### config.mk
export PLATFORM = sky130hd
export DESIGN_NAME = modn_count_ctrl_flat
export DESIGN_NICKNAME = d
export VERILOG_FILES = /design/src/rtl/modn_count_ctrl_if.sv /design/src/rtl/modn_count_ctrl.sv /design/src/flat_wrapper.sv
export SDC_FILE = /design/constraint.sdc
export NUM_CORES = 1
export LEC_CHECK = 0
export ABC_AREA = 1
export BUFFER_PORTS_ARGS = -buffer_cell sky130_fd_sc_hd__buf_4
export CELL_PAD_IN_SITES_DETAIL_PLACEMENT = 0
export CELL_PAD_IN_SITES_GLOBAL_PLACEMENT = 2
export CORE_MARGIN = 4
export CORE_UTILIZATION = 28
export DETAILED_ROUTE_END_ITERATION = 12
export GPL_TIMING_DRIVEN = 0
export PLACE_DENSITY_LB_ADDON = 0.08
export SYNTH_ARGS = -nofsm -noshare
export SYNTH_HDL_FRONTEND = slang
export SYNTH_SLANG_ARGS = --single-unit
### constraint.sdc
create_clock -name clk -period 1.55 [get_ports clk]
set_input_delay 0.155 -clock clk [delete_from_list [all_inputs] [get_ports clk]]
set_output_delay 0.155 -clock clk [all_outputs]
set_load 0.05 [all_outputs]
### src/rtl/modn_count_ctrl_if.sv
// Command channel of modn_count_ctrl: a valid/ready handshake carrying the
// requested modulus and wrap budget.
interface modn_count_ctrl_if #(
    parameter int unsigned WIDTH  = 3,
    parameter int unsigned WRAP_W = 8
);
    logic              cmd_valid;
    logic              cmd_ready;
    logic [WIDTH-1:0]  cmd_mod;
    logic [WRAP_W-1:0] cmd_wraps;

    modport master (
        output cmd_valid,
        output cmd_mod,
        output cmd_wraps,
        input  cmd_ready
    );

    modport slave (
        input  cmd_valid,
        input  cmd_mod,
        input  cmd_wraps,
        output cmd_ready
    );
endinterface

### src/rtl/modn_count_ctrl.sv
// Command-driven modulo-N counter sequencer: runs a wrap budget of N-cycles,
// flags terminal counts, and supports pause and abort.
module modn_count_ctrl #(
    parameter int unsigned WIDTH  = 3,
    parameter int unsigned WRAP_W = 8
) (
    input  logic             clk,
    input  logic             rst_n,
    modn_count_ctrl_if.slave cmd,
    input  logic             i_pause,
    input  logic             i_abort,
    output logic [WIDTH-1:0] o_count,
    output logic             o_tc,
    output logic             o_busy,
    output logic             o_done,
    output logic             o_err
);
    typedef enum logic [1:0] {StIdle, StRun, StDone} state_e;

    state_e            r_state, w_state_nxt;
    logic [WIDTH-1:0]  r_count, w_count_nxt;
    logic [WIDTH-1:0]  r_mod, w_mod_nxt;
    logic [WRAP_W-1:0] r_wraps, w_wraps_nxt;
    logic [WRAP_W-1:0] r_wrap_cnt, w_wrap_cnt_nxt;
    logic              r_err, w_err_nxt;
    logic              w_last;
    logic              w_budget_end;

    assign w_last       = (r_count == r_mod - WIDTH'(1));
    // Free-run (zero budget) never terminates; the wrap counter just rolls over.
    assign w_budget_end = (r_wraps != '0) && (r_wrap_cnt == r_wraps - WRAP_W'(1));

    always_comb begin
        w_state_nxt    = r_state;
        w_count_nxt    = r_count;
        w_mod_nxt      = r_mod;
        w_wraps_nxt    = r_wraps;
        w_wrap_cnt_nxt = r_wrap_cnt;
        w_err_nxt      = 1'b0;
        unique case (r_state)
            StIdle: begin
                if (cmd.cmd_valid) begin
                    if (cmd.cmd_mod < WIDTH'(2)) begin
                        w_err_nxt = 1'b1;
                    end else begin
                        w_mod_nxt      = cmd.cmd_mod;
                        w_wraps_nxt    = cmd.cmd_wraps;
                        w_count_nxt    = '0;
                        w_wrap_cnt_nxt = '0;
                        w_state_nxt    = StRun;
                    end
                end
            end
            StRun: begin
                if (i_abort) begin
                    w_count_nxt    = '0;
                    w_wrap_cnt_nxt = '0;
                    w_state_nxt    = StIdle;
                end else if (!i_pause) begin
                    if (w_last) begin
                        w_count_nxt    = '0;
                        w_wrap_cnt_nxt = r_wrap_cnt + WRAP_W'(1);
                        if (w_budget_end) begin
                            w_state_nxt = StDone;
                        end
                    end else begin
                        w_count_nxt = r_count + WIDTH'(1);
                    end
                end
            end
            StDone: begin
                w_count_nxt = '0;
                w_state_nxt = StIdle;
            end
            default: begin
                w_count_nxt = '0;
                w_state_nxt = StIdle;
            end
        endcase
    end

    always_ff @(posedge clk or negedge rst_n) begin
        if (!rst_n) begin
            r_state    <= StIdle;
            r_count    <= '0;
            r_mod      <= '0;
            r_wraps    <= '0;
            r_wrap_cnt <= '0;
            r_err      <= 1'b0;
        end else begin
            r_state    <= w_state_nxt;
            r_count    <= w_count_nxt;
            r_mod      <= w_mod_nxt;
            r_wraps    <= w_wraps_nxt;
            r_wrap_cnt <= w_wrap_cnt_nxt;
            r_err      <= w_err_nxt;
        end
    end

    assign cmd.cmd_ready = (r_state == StIdle);
    assign o_busy        = (r_state == StRun);
    assign o_done        = (r_state == StDone);
    assign o_count       = r_count;
    assign o_err         = r_err;
    assign o_tc          = (r_state == StRun) && !i_pause && w_last;
endmodule

### src/flat_wrapper.sv
// flat-port wrapper written by rule: the top's interface ports become plain ports
module modn_count_ctrl_flat 
#(
    parameter int unsigned WIDTH  = 3,
    parameter int unsigned WRAP_W = 8
)
  (clk, rst_n, i_pause, i_abort, o_count, o_tc, o_busy, o_done, o_err, cmd_cmd_valid, cmd_cmd_mod, cmd_cmd_wraps, cmd_cmd_ready);
  modn_count_ctrl_if #(.WIDTH(WIDTH), .WRAP_W(WRAP_W)) cmd_i ();
  input  logic clk;
  input  logic rst_n;
  input  logic i_pause;
  input  logic i_abort;
  output logic [WIDTH-1:0] o_count;
  output logic o_tc;
  output logic o_busy;
  output logic o_done;
  output logic o_err;
  input wire logic [$bits(cmd_i.cmd_valid)-1:0] cmd_cmd_valid;
  input wire logic [$bits(cmd_i.cmd_mod)-1:0] cmd_cmd_mod;
  input wire logic [$bits(cmd_i.cmd_wraps)-1:0] cmd_cmd_wraps;
  output wire logic [$bits(cmd_i.cmd_ready)-1:0] cmd_cmd_ready;
  assign cmd_i.cmd_valid = cmd_cmd_valid;
  assign cmd_i.cmd_mod = cmd_cmd_mod;
  assign cmd_i.cmd_wraps = cmd_cmd_wraps;
  assign cmd_cmd_ready = cmd_i.cmd_ready;
  modn_count_ctrl #(.WIDTH(WIDTH), .WRAP_W(WRAP_W)) u_core (.clk(clk), .rst_n(rst_n), .cmd(cmd_i), .i_pause(i_pause), .i_abort(i_abort), .o_count(o_count), .o_tc(o_tc), .o_busy(o_busy), .o_done(o_done), .o_err(o_err));
endmodule
==> impl_metrics.json <==
{
  "setup_slack_ns": -0.254,
  "synth_nets": 244,
  "crit_required_ns": 1.39,
  "ir_drop_v": 0.00105,
  "drv_cap": 0,
  "rr_endpoint": "u_core.r_wrap_cnt[4]",
  "syn_inst": 224,
  "rows": 27,
  "antenna_found_initial": 0,
  "dieArea_um2": 7010,
  "fmax_mhz": 554,
  "wl_per_cell_um": 12.3,
  "hold_end": "u_core.o_err",
  "h-tree-depth": 1,
  "p_total_uw": 3860,
  "ys_types": 25,
  "grt_pass1_wl_um": 7020,
  "drive_gt1_share_pct": 33.1,
  "viasPerCell": 4.35,
  "layout_min_cycle_time_ns": 1.80,
  "path_buf_inv": 2,
  "pin_count": 24,
  "synth-compound-area-share_pct": 6.23,
  "cp_slowest_cell": "dfrtp_1",
  "crit_cells": 8,
  "crit_type": "reg -> out",
  "tightest_slew_ns": 0.470,
  "fp.coreArea_um2": 5540,
  "num_antenna_cells": 0,
  "r2r_start": "u_core.r_mod[0]",
  "fin_skew_ns": 0.00999,
  "tritoncts": "yes",
  "status": "finished with violations",
  "crit_path_end_kind": "primary output",
  "drc": 0,
  "clk_latency_ns": 0.28,
  "report.final.slew_viol_count": 0,
  "grt.overflow.total": 0,
  "root_buffer": "clkbuf_8",
  "globalplace.congestion": 0.717,
  "hold_violations": 0,
  "vias": 1456,
  "cts_buffers": 3,
  "rrSetupSlack_ns": -0.15,
  "fin_nets": 284,
  "min_from": "cmd_cmd_mod[1]",
  "fin_crit_sh_pct": 116,
  "critical_path.top_delay_family": "simple AND/OR/NAND/NOR gates",
  "cp_slowest_stage_delay_ns": 0.40,
  "io_buffers": 23,
  "setup.worst_path.start_class": "register",
  "p_leak_uw": 0.00109,
  "synthSimpleGateAreaFrac_pct": 35.4,
  "cts.sinks": 25,
  "hold_depth": 2,
  "finalSetupTns_ns": -1.44,
  "violations": "setup timing",
  "die_width_um": 83.7,
  "power_density_nw_per_um2": 1790,
  "drtIter0Drc": 35,
  "drt-pass1-iter-count": 4,
  "area_growth_pct": 33.9,
  "grt.total_usage_pct": 12.5,
  "yosys_warnings": 0,
  "cp_data_arrival_time_ns": 1.65,
  "ff2ff_path_depth": 12,
  "rsz0062_at_grt": "true",
  "start_util_pct": 29.0,
  "fin_util_pct": 38.8,
  "syn_avg_cell_area_um2": 7.17,
  "synthAdderAreaFrac_pct": 3.12,
  "setup_viol_count_final": 12,
  "synth_top_family_by_area": "simple AND/OR/NAND/NOR gates",
  "slew_headroom_pct": 68.4,
  "first_global_vias": 1448,
  "cp_cell_sequence": "inv_2, ha_4, nand2_2, nand2_2, xor2_2, nand3_2, nor3_4, buf_6",
  "ant_nets": 0,
  "ys_seq_area_share_pct": 38.9,
  "ys_ff_latch": 25,
  "grt_max_degree": 26,
  "path_common_cell": "nand2_2",
  "min_path_type": "in -> reg",
  "clk_pin_slew_worst_paths_ns": 0.11,
  "synth-xor-area-share_pct": 5.45,
  "fp.dieH_um": 83.7,
  "drt_wl_total_um": 4110,
  "hpwlAfterDp_um": 3080,
  "cp_max_fo": 2,
  "synth_area_um2": 1610,
  "muxShareOfSynthArea_pct": 1.32,
  "ctsLongestPathBuffers": 2
}
worst max-delay path by stage:
stage / endpoint / slack [ns] / from
finish: o_tc / -0.25 / u_core.r_mod[0]
floorplan: u_core.r_wrap_cnt[0] / -0.07 / u_core.r_mod[0]
detailed placement: u_core.r_wrap_cnt[7] / -0.25 / u_core.r_mod[0]
global placement: u_core.r_wrap_cnt[0] / -0.25 / u_core.r_mod[0]
CTS: o_tc / -0.26 / u_core.r_mod[1]
global route: o_tc / -0.41 / u_core.r_mod[0]
cells in the final DEF, fill, tap and decap left out, types with 3 or more instances in the layout:
master    instances
xnor2_1           3
nand3_1          10
o21ai_0           9
buf_6             6
buf_4            30
inv_2             8
o21ai_2           5
nor2_4            3
nand2_2          11
nor3_1            7
nand2_4           6
dfrtp_1          23
nand2_1          61
nor4_1            3
xor2_1            6
inv_1            25
clkbuf_8          3
nor2_1           21
registers in the layout (all words and copies together) (netlist names):
name	count
u_core.r_mod	3
u_core.o_count	3
u_core.o_err	1
u_core.r_state	2
u_core.r_wrap_cnt	8
u_core.r_wraps	8
area by class of cell:
type	count	area, µm²
Sequential cell	25	628
Inverter	35	139
Buffer	3	23.8
Clock inverter	1	8.76
Fill cell	613	3390
Tap cell	72	90.1
Clock buffer	3	41.3
Timing Repair Buffer	35	284
Multi-Input combinational cell	161	936
stage by stage:
step                      area (µm²)  std cells  worst slack [ns]  hold WS (ns)
after floorplan                 1630        224           -0.0736        -0.141
after global placement          1890        319            -0.251         0.101
after detailed placement        1890        319            -0.251        0.0983
after CTS                       2080        331            -0.263        0.0196
after global routing            2150        335            -0.415        0.0131
final                           2150        335            -0.254        0.0299
routing by layer:
layer,global-route usage (%),vias up,part of all wire [%]
li1,-,774,-
met4,3.22,0,1.8
met5,0,-,0
met3,3.06,6,3.1
met2,21.3,20,48
met1,15.7,656,47
power breakdown:
group / switching [µW] / leakage, µW / internal [µW]
combinational: 1390 / 0.000743 / 947
sequential: 241 / 0.000325 / 850
clock: 243 / 0.0000261 / 189
logic make-up after synthesis:
| family | count (synthesis) |
|---|---|
| AOI/OAI and AO/OA | 17 |
| adders and majority gates | 4 |
| DFF | 25 |
| buffers and inverters | 38 |
| xor gates and xnor gates | 10 |
| and+or+nand+nor | 128 |
| muxes | 2 |
cells in the mapped netlist:
cell,instances,area [µm²]
nor3_1,8,40.0
nand2_1,71,267
dfrtp_1,25,626
mux2i_1,1,10.0
inv_4,1,6.26
o21ai_1,4,20.0
a22o_1,1,8.76
buf_2,1,5.00
nand3_1,12,60.1
nand4_1,1,6.26
o21ai_0,9,45.0
nand2_2,3,18.8
nand2_4,4,45.0
nor4_1,3,18.8
clkbuf_1,1,3.75
buf_6,1,11.3
ha_1,4,50.1
nor2_4,2,22.5
xor2_1,7,61.3
inv_2,1,3.75
o21ai_2,3,26.3
mux2_2,1,11.3
xnor2_1,3,26.3
nor2_1,24,90.1
inv_1,33,124
timing repair:
action | in CTS | in global routing
resized for setup | 22 | 20
buffers inserted | 6 | 4
hold endpoints to repair | 25 | 0
pin swaps | 11 | 3
hold buffers | 1 | 0
endpoints found under the setup margin | 13 | 24
cloned | 1 | 0
(Power assumes the default switching activity.)
